### src/rtl/rtc_stopwatch.sv
// rtc_stopwatch: BCD count-up stopwatch (HH:MM:SS plus binary sub-second)
// with sticky overflow, a wrap interrupt and an optional lap register.
// Optional feature macro: STOPWATCH_LAP_EN (lap storage and o_lap output).
// The next-time value is prepared by a two-stage pipeline that follows
// bcd_time. A tick only loads that prepared value, which is safe because
// ticks are always at least four clocks apart.
module rtc_stopwatch #(
  parameter int LGSUBCK = 8
) (
  input  logic        i_clk,
  input  logic        i_reset,
  input  logic        i_sub_ck,
  input  logic        i_wr,
  input  logic [31:0] i_data,
  output logic [31:0] o_data,
  output logic [31:0] o_lap,
  output logic        o_interrupt
);

  logic [23:0]        bcd_time;
  logic [LGSUBCK-1:0] tm_sub;
  logic               running;
  logic               overflow;
  logic               tick;

  assign tick   = i_sub_ck && running && (&tm_sub);
  assign o_data = {6'h0, overflow, running, bcd_time};

  // Advance one BCD digit when carried into; roll to zero at its maximum.
  function automatic logic [3:0] step_digit(input logic [3:0] d,
                                            input logic       carry_in,
                                            input logic       at_max);
    if (!carry_in)
      return d;
    else if (at_max)
      return 4'd0;
    else
      return d + 4'd1;
  endfunction

  // Stage p0: snapshot of the time and which digits sit at their maximum.
  logic [23:0] time_p0;
  logic [5:0]  at_max_p0;

  // Capture time and per-digit at-max flags.
  always_ff @(posedge i_clk) begin
    time_p0   <= bcd_time;
    at_max_p0 <= {bcd_time[23:20] == 4'd9,
                  bcd_time[19:16] == 4'd9,
                  bcd_time[14:12] == 3'd5,
                  bcd_time[11:8]  == 4'd9,
                  bcd_time[6:4]   == 3'd5,
                  bcd_time[3:0]   == 4'd9};
  end

  // Stage p1: AND-chained carries produce the incremented time.
  logic [5:0]  carry_c;
  logic [23:0] next_c;
  logic [3:0]  sec_tens_c;
  logic [3:0]  min_tens_c;
  logic [23:0] next_p1;
  logic        wrap_p1;

  assign carry_c[0] = 1'b1;
  assign carry_c[1] = carry_c[0] & at_max_p0[0];
  assign carry_c[2] = carry_c[1] & at_max_p0[1];
  assign carry_c[3] = carry_c[2] & at_max_p0[2];
  assign carry_c[4] = carry_c[3] & at_max_p0[3];
  assign carry_c[5] = carry_c[4] & at_max_p0[4];

  // Assemble the next time; bits 7 and 15 always stay zero.
  always_comb begin
    next_c         = '0;
    sec_tens_c     = step_digit({1'b0, time_p0[6:4]}, carry_c[1], at_max_p0[1]);
    min_tens_c     = step_digit({1'b0, time_p0[14:12]}, carry_c[3], at_max_p0[3]);
    next_c[3:0]    = step_digit(time_p0[3:0], carry_c[0], at_max_p0[0]);
    next_c[6:4]    = sec_tens_c[2:0];
    next_c[11:8]   = step_digit(time_p0[11:8], carry_c[2], at_max_p0[2]);
    next_c[14:12]  = min_tens_c[2:0];
    next_c[19:16]  = step_digit(time_p0[19:16], carry_c[4], at_max_p0[4]);
    next_c[23:20]  = step_digit(time_p0[23:20], carry_c[5], at_max_p0[5]);
  end

  // Register the prepared next time and its wrap flag.
  always_ff @(posedge i_clk) begin
    next_p1 <= next_c;
    wrap_p1 <= &at_max_p0;
  end

  // Control and time state: later assignments take priority, so the order
  // is clear-overflow, then tick (overflow set wins), then full clear.
  always_ff @(posedge i_clk) begin
    if (i_reset) begin
      running     <= 1'b0;
      overflow    <= 1'b0;
      tm_sub      <= '0;
      bcd_time    <= '0;
      o_interrupt <= 1'b0;
    end else begin
      o_interrupt <= 1'b0;
      if (i_sub_ck && running)
        tm_sub <= tm_sub + 1'b1;
      if (i_wr && i_data[3])
        overflow <= 1'b0;
      if (tick) begin
        bcd_time <= next_p1;
        if (wrap_p1) begin
          overflow    <= 1'b1;
          o_interrupt <= 1'b1;
        end
      end
      if (i_wr) begin
        running <= i_data[0];
        if (i_data[1]) begin
          bcd_time    <= '0;
          tm_sub      <= '0;
          overflow    <= 1'b0;
          o_interrupt <= 1'b0;
        end
      end
    end
  end

`ifdef STOPWATCH_LAP_EN
  logic [7:0]  frac;
  logic [31:0] lap_q;
  logic        unused_data;

  generate
    if (LGSUBCK >= 8) begin : g_frac_wide
      assign frac = tm_sub[LGSUBCK-1 -: 8];
    end else begin : g_frac_narrow
      assign frac = {tm_sub, {(8 - LGSUBCK){1'b0}}};
    end
  endgenerate

  assign unused_data = &{1'b0, i_data[31:4]};
  assign o_lap       = lap_q;

  // Lap captures the pre-update time and sub-second of the write cycle.
  always_ff @(posedge i_clk) begin
    if (i_reset)
      lap_q <= '0;
    else if (i_wr && i_data[2])
      lap_q <= {frac, bcd_time};
  end
`else
  logic unused_data;

  assign unused_data = &{1'b0, i_data[31:4], i_data[2]};
  assign o_lap       = 32'h0;
`endif

endmodule

### config.mk
export PLATFORM = sky130hd
export DESIGN_NAME = rtc_stopwatch
export DESIGN_NICKNAME = d
export VERILOG_FILES = /design/src/rtl/rtc_stopwatch.sv
export SDC_FILE = /design/constraint.sdc
export NUM_CORES = 1
export LEC_CHECK = 0
export CAP_MARGIN = 25
export CORE_MARGIN = 2
export CORE_UTILIZATION = 42
export DETAILED_ROUTE_END_ITERATION = 12
export GPL_ROUTABILITY_DRIVEN = 0
export PLACE_DENSITY = 0.76
export SKIP_CTS_REPAIR_TIMING = 1
export SLEW_MARGIN = 15
export SYNTH_ARGS = -nofsm -noshare
export SYNTH_HDL_FRONTEND = slang
export SYNTH_SLANG_ARGS = --single-unit
### constraint.sdc
create_clock -name i_clk -period 1.7 [get_ports i_clk]
set_clock_uncertainty 0.1 [all_clocks]
set_input_delay 0.17 -clock i_clk [delete_from_list [all_inputs] [get_ports i_clk]]
set_output_delay 0.17 -clock i_clk [all_outputs]
set_load 0.02 [all_outputs]
==> metrics.log <==
INFO  metric result_of_the_run = completed
INFO  metric synth_area_leader_cell = sky130_fd_sc_hd__dfxtp_1
INFO  metric post_synth_fa_ha_maj_area_fraction = 0.02640
INFO  metric worstReg2RegStart = tm_sub[0]
INFO  metric regToRegEndpoint = tm_sub[6]
INFO  metric netlist.area_leader.share = 0.5189
INFO  metric cpLargestDelayFamily = buffers and inverters
INFO  metric port_buffers = 33
INFO  metric rsz0062_at_grt = no
INFO  metric cts_buffers = 9
INFO  metric critical_path.endpoint_type = output pin
INFO  metric critical_path_arrival = 1.37 ns
INFO  metric postSynthAreaPerCell = 9.876 sq um
INFO  metric yosysWarningCount = 0
INFO  metric sequential_share_of_the_synthesized_area = 0.5189
INFO  metric cts.htree.levels = 3
INFO  metric grt_pass1_wl = 9708 um
INFO  metric holdPathStages = 0
INFO  metric place_ws = -0.1070 ns
INFO  metric vias_per_cell = 4.639
INFO  metric total_via_count_in_the_routed_design = 2,236
INFO  metric setup_total_negative_slack = 0 ns
INFO  metric grtUsageTotal = 0.1394
INFO  metric chipHeight = 92.89 um
INFO  metric cpPeakStageDelay = 0.63 ns
INFO  metric dominantRegCellSynth = sky130_fd_sc_hd__dfxtp_1
INFO  metric syn_area = 3318 sq um
INFO  metric crit_path_start = bcd_time[18]
INFO  metric powerDensity = 960.5 nW/um^2
INFO  metric regToRegSetupSlack = 0.15 ns
INFO  metric required = 1.43 ns
INFO  metric ioPinCount = 101
INFO  metric antennaDiodeCount = 0
INFO  metric grt_pass1_vias = 2,131
INFO  metric postRouteWirelength = 5523 um
INFO  metric max_clock_freq = 607.9 MHz
INFO  metric finish.utilization = 0.5103
INFO  metric synth_xor_area_frac = 0.01320
INFO  metric grt_overflow_total = 0
INFO  metric final.period_utilization = 0.9676
INFO  metric tritoncts = yes
INFO  metric power_leakage = 1.582 nW
INFO  metric dpl.hpwl = 3884 um
INFO  metric syn_to_final_growth = 18.21%
INFO  metric clockBufferDepth = 2
INFO  metric timing.hold.worst_endpoint = time_p0[11]
INFO  metric asyncSetResetFlopFracSynth = 0
INFO  metric synth.area.mux_share = 0.08899
INFO  metric clk_root_buffer_cell = sky130_fd_sc_hd__clkbuf_8
INFO  metric initialDrtViolationCount = 64
INFO  metric grt_max_degree = 27
INFO  metric synthCells = 336
INFO  metric path_buf_inv = 1
INFO  metric cells_along_the_critical_path = clkdlybuf4s50_1
INFO  metric drtPass1Iterations = 4
INFO  metric crit_slowest_cell = sky130_fd_sc_hd__clkdlybuf4s50_1
INFO  metric post-route-min-period = 1.645 ns
INFO  metric setup.worst_path.class = flop to output pin
INFO  metric drcViolationCount = 0
INFO  metric start_util = 0.4316
INFO  metric place_inst = 466
INFO  metric routedWlPerCell = 11.46 um
INFO  metric ant_nets = 0
INFO  metric synth-edff-count = 0
INFO  metric worst-r2r-cell-count = 5
INFO  metric clkLatencyLatePin = 0.35 ns
INFO  metric cts.clk_slew.worst_paths = 0.09 ns
INFO  metric count_of_cell_types_in_the_netlist = 42
INFO  metric final_cells = 482
INFO  metric crit_path_max_fanout = 4
INFO  metric critical_path_startpoint_category = flop
INFO  metric die_w = 92.89 um
INFO  metric nNetsFinal = 418
INFO  metric synth_area_leaders = sky130_fd_sc_hd__dfxtp_1, sky130_fd_sc_hd__buf_4, sky130_fd_sc_hd__mux2i_1
INFO  metric post-route-worst-setup-slack = 0.05501 ns
INFO  metric vdd_ir_drop_max = 0.6054 mV
INFO  metric synth_compound_gate_area_share = 0.05694
INFO  metric fp.dieArea = 8628 sq um
INFO  metric timing_hold_violations_final = 0
INFO  metric grt_antenna_before_repair = 0
INFO  metric core = 7687 sq um
INFO  metric max_cap_violations = 0
INFO  metric critical_hold_path_startpoint = bcd_time[11]
INFO  metric main_combinational_cell_family_by_area_after_synthesis = simple AND/OR/NAND/NOR gates
INFO  metric synth-simple-area-share = 0.1784
INFO  metric cts_num_sinks = 86
INFO  metric worst_hold_path_type = flop to flop
INFO  metric final_max_slew_viol_count = 0
INFO  metric finalSetupViolations = 0
INFO  metric final_layout_size_suffix_gt1_frac = 0.1000
INFO  metric yosys_register_bits = 86
INFO  metric floorplan.rows = 32
==> layout make-up <==
cell class                 instances  area [sq um]
fill                             717          3765
sequential                        86          1722
multi-input combinational        229          1366
timing repair buffer              43         455.4
tap                              102         127.6
clock buffer                       9         123.9
clock inverter                     7         105.1
inverter                           6         22.52
==> routing by layer <==
metal  track usage  vias to the layer above  part of all wire
li1              -                     1129                 -
met2        0.2264                       54              0.47
met3       0.02848                       11             0.043
met1        0.1754                     1042              0.46
met4       0.06985                        0             0.023
met5             0                        -                 0
==> synthesized netlist by cell type, types with 3 or more instances <==
| cell type | instances |
|---|---|
| sky130_fd_sc_hd__dfxtp_1 | 86 |
| sky130_fd_sc_hd__nand2_1 | 62 |
| sky130_fd_sc_hd__buf_4 | 40 |
| sky130_fd_sc_hd__mux2i_1 | 25 |
| sky130_fd_sc_hd__o21ai_0 | 13 |
| sky130_fd_sc_hd__nand3_1 | 9 |
| sky130_fd_sc_hd__nor2_1 | 9 |
| sky130_fd_sc_hd__a21oi_1 | 8 |
| sky130_fd_sc_hd__clkbuf_1 | 8 |
| sky130_fd_sc_hd__ha_1 | 7 |
| sky130_fd_sc_hd__inv_1 | 6 |
| sky130_fd_sc_hd__mux2_2 | 4 |
| sky130_fd_sc_hd__nand2b_1 | 4 |
| sky130_fd_sc_hd__nor3_1 | 4 |
| sky130_fd_sc_hd__or3_1 | 4 |
| sky130_fd_sc_hd__a21o_1 | 3 |
| sky130_fd_sc_hd__and3b_1 | 3 |
| sky130_fd_sc_hd__nand4_1 | 3 |
| sky130_fd_sc_hd__nor2b_1 | 3 |
| sky130_fd_sc_hd__xor2_1 | 3 |
==> state kept, by name, summed over array words and instances (netlist names) <==
signal       cells
next_p1         22
at_max_p0        6
running          1
bcd_time        24
tm_sub           8
overflow         1
time_p0         22
o_interrupt      1
wrap_p1          1
==> stage by stage <==
stage / instance area [sq um] / hold WS (ns) / total power (W)
after floorplan: 3457 / 0.1424 / 0.002237
after global placement: 3676 / 0.2720 / 0.002208
after detailed placement: 3676 / 0.2719 / 0.002210
after CTS: 3905 / 0.2867 / 0.003801
after global routing: 3923 / 0.3036 / 0.003891
final: 3923 / 0.2853 / 0.003767
==> power by group <==
group          leakage [nW]  total (W)  internal [W]  switching (W)
Sequential            0.693    0.00202       0.00201     0.00000307
Combinational         0.777   0.000145     0.0000315       0.000113
Clock                 0.112    0.00161      0.000850       0.000755
Total                  1.58    0.00377       0.00290       0.000871
==> cell families (layout without fill, tap and decap cells) <==
family                     count (synthesis)  count (layout)
xor gates and xnor gates                   5               5
other                                      1              38
muxes                                     29              29
DFF                                       86              86
and+or+nand+nor                          118             118
AOI/OAI and AO/OA                         32              32
adders and majority gates                  7               7
buffers and inverters                     58              65
==> placed cells by master (no fill, tap or decap), types with 5 or more instances in the layout <==
cell type / instances
sky130_fd_sc_hd__a21oi_1: 7
sky130_fd_sc_hd__buf_4: 7
sky130_fd_sc_hd__clkbuf_8: 9
sky130_fd_sc_hd__clkdlybuf4s50_1: 28
sky130_fd_sc_hd__conb_1: 38
sky130_fd_sc_hd__dfxtp_1: 86
sky130_fd_sc_hd__dlymetal6s2s_1: 5
sky130_fd_sc_hd__ha_1: 7
sky130_fd_sc_hd__inv_1: 6
sky130_fd_sc_hd__mux2i_1: 25
sky130_fd_sc_hd__nand2_1: 62
sky130_fd_sc_hd__nand3_1: 8
sky130_fd_sc_hd__nor2_1: 9
sky130_fd_sc_hd__o21ai_0: 13
==> how the worst max path moves through the flow <==
stage / endpoint / slack [ns] / depth (start not counted)
final: o_data[18] / 0.06 / 1
after global routing: o_data[22] / 0.007 / 1
after CTS: o_data[24] / -0.003 / 1
after detailed placement: tm_sub[6] / -0.11 / 5
after global placement: tm_sub[6] / -0.05 / 5
after floorplan: bcd_time[10] / 0.03 / 5
Note: power is estimated with default switching activity, not from simulation.
==> patch (same settings) <==
Change the parameter `LGSUBCK` from 8 to 4.
--- a/src/rtl/rtc_stopwatch.sv
+++ b/src/rtl/rtc_stopwatch.sv
@@ -5,7 +5,7 @@
 // bcd_time. A tick only loads that prepared value, which is safe because
 // ticks are always at least four clocks apart.
 module rtc_stopwatch #(
-  parameter int LGSUBCK = 8
+  parameter int LGSUBCK = 4
 ) (
   input  logic        i_clk,
   input  logic        i_reset,
Check against the original RTL: no difference found for any inputs over 10 cycles, from zero or initial values and one cycle with i_reset high; that may be too few to reach the edited logic, so the function may still have changed.
==> patch against the unedited design <==
- synthesized area shrank 6.3%
- total power shrank 8.0%
- sequential power shrank 5%
- sequential cell count shrank 4
- utilization shrank 0.64 points
- setup slack is essentially flat
- final area shrank 7.3%
- cell count shrank 3.5%
- routed wire length grew 10%
==> patch: results (changes against the unedited design) <==
metric;value;unit;change
status;finished clean;;unchanged
async_reset_ff_frac;0;;unchanged
fmax;0.608;GHz;about the same
critPathCapture;o_data[18];;unchanged
finalNetCount;404;;was 418
path_max_fanout;4;;unchanged
peakVddDrop;483;uV;was 605 uV
grt_pass1_vias;2126;;was 2,131
synth_warnings;0;;unchanged
post-place-ws;47.6;ps;was -107 ps
synth.avg_cell_area;9.63;sq um;was 9.88 sq um
htree_levels;3;;unchanged
place_inst;449;;was 466
yosys-top-cells-area;dfxtp_1 (53%), buf_4 (9.7%), nand3_1 (5.2%), a21oi_1 (4.5%), o21ai_0 (4.0%);;was dfxtp_1 (52%), buf_4 (9.0%), mux2i_1 (7.5%), nand2_1 (7.0%), ha_1 (2.6%)
wl;6.08;mm;was 5.52 mm
comb-power;0.000125;W;was 0.000145 W
grt_use_total;0.154;;was 0.139
via_per_inst;4.80;;was 4.64
dp_hpwl;4.08;mm;was 3.88 mm
switchingPower;0.000761;W;was 0.000871 W
r2r_setup_slack;290;ps;was 150 ps
hold_class;reg -> reg;;unchanged
switching_share;0.220;;was 0.231
max_stage_delay;630;ps;about the same
synthTopCellsByCount;dfxtp_1 (82), buf_4 (40), nand3_1 (32);;was dfxtp_1 (86), nand2_1 (62), buf_4 (40)
p_leak;1.52;nW;was 1.58 nW
whs_endpoint;time_p0[0];;was time_p0[11]
grt_max_degree;29;;was 27
place_area;0.00343;sq mm;was 0.00368 sq mm
finish.utilization;0.504;;was 0.510
hold_ws;278;ps;was 285 ps
layout-drive-gt1-share;0.0929;;was 0.100
arrival;1370;ps;about the same
clock_path_buffers;2;;unchanged
cts_buffers;9;;unchanged
cp-startpoint;bcd_time[18];;unchanged
grt_pass1_wl;9.92;mm;was 9.71 mm
clk_pin_slew;80;ps;
synthFlopType;dfxtp_1;;unchanged
vias;2232;;was 2,236
port_buffers;33;;unchanged
min_from;bcd_time[0];;was bcd_time[11]
rr_startpoint;at_max_p0[0];;was tm_sub[0]
clock-root-buffer;clkbuf_8;;unchanged
p_clk;0.00142;W;was 0.00161 W
slowest_stage;clkdlybuf4s50_1;;unchanged
fill_cells;653;;was 717
drt-initial-drc-count;115;;was 64
antenna_found_initial;0;;unchanged
netlist-cell-type-count;37;;was 42
n_antenna_cell;0;;unchanged
seq_area_frac_synth;0.528;;was 0.519
r2r_end;next_p1[19];;was tm_sub[6]
r2r_cells;4;;was 5
whs_path_depth;0;;unchanged
path_delay_family;buffers and inverters;;unchanged
==> patch: metal layers <==
metal,GRT usage,share of wire,vias up
met5,0,0,-
li1,-,-,1105
met1,0.183,0.44,1057
met4,0.0654,0.016,0
met3,0.0511,0.047,6
met2,0.256,0.50,64
==> patch: area by class of cell <==
cell class	count	area, sq um	share of cell area
Sequential cell	82	1640	0.452
Multi-Input combinational cell	217	1200	0.330
Timing Repair Buffer	47	458	0.126
Clock inverter	2	35.0	0.00964
Clock buffer	14	163	0.0448
Inverter	4	15.0	0.00413
Tap cell	99	124	0.0341
==> patch: logic make-up after synthesis <==
group	count (synthesis)	share of synthesized area
muxes	8	0.0302
and+or+nand+nor	93	0.153
buffers and inverters	61	0.131
DFF	82	0.528
AOI/OAI and AO/OA	66	0.114
xor gates and xnor gates	5	0.0141
adders and majority gates	7	0.0282
other	1	0.00121
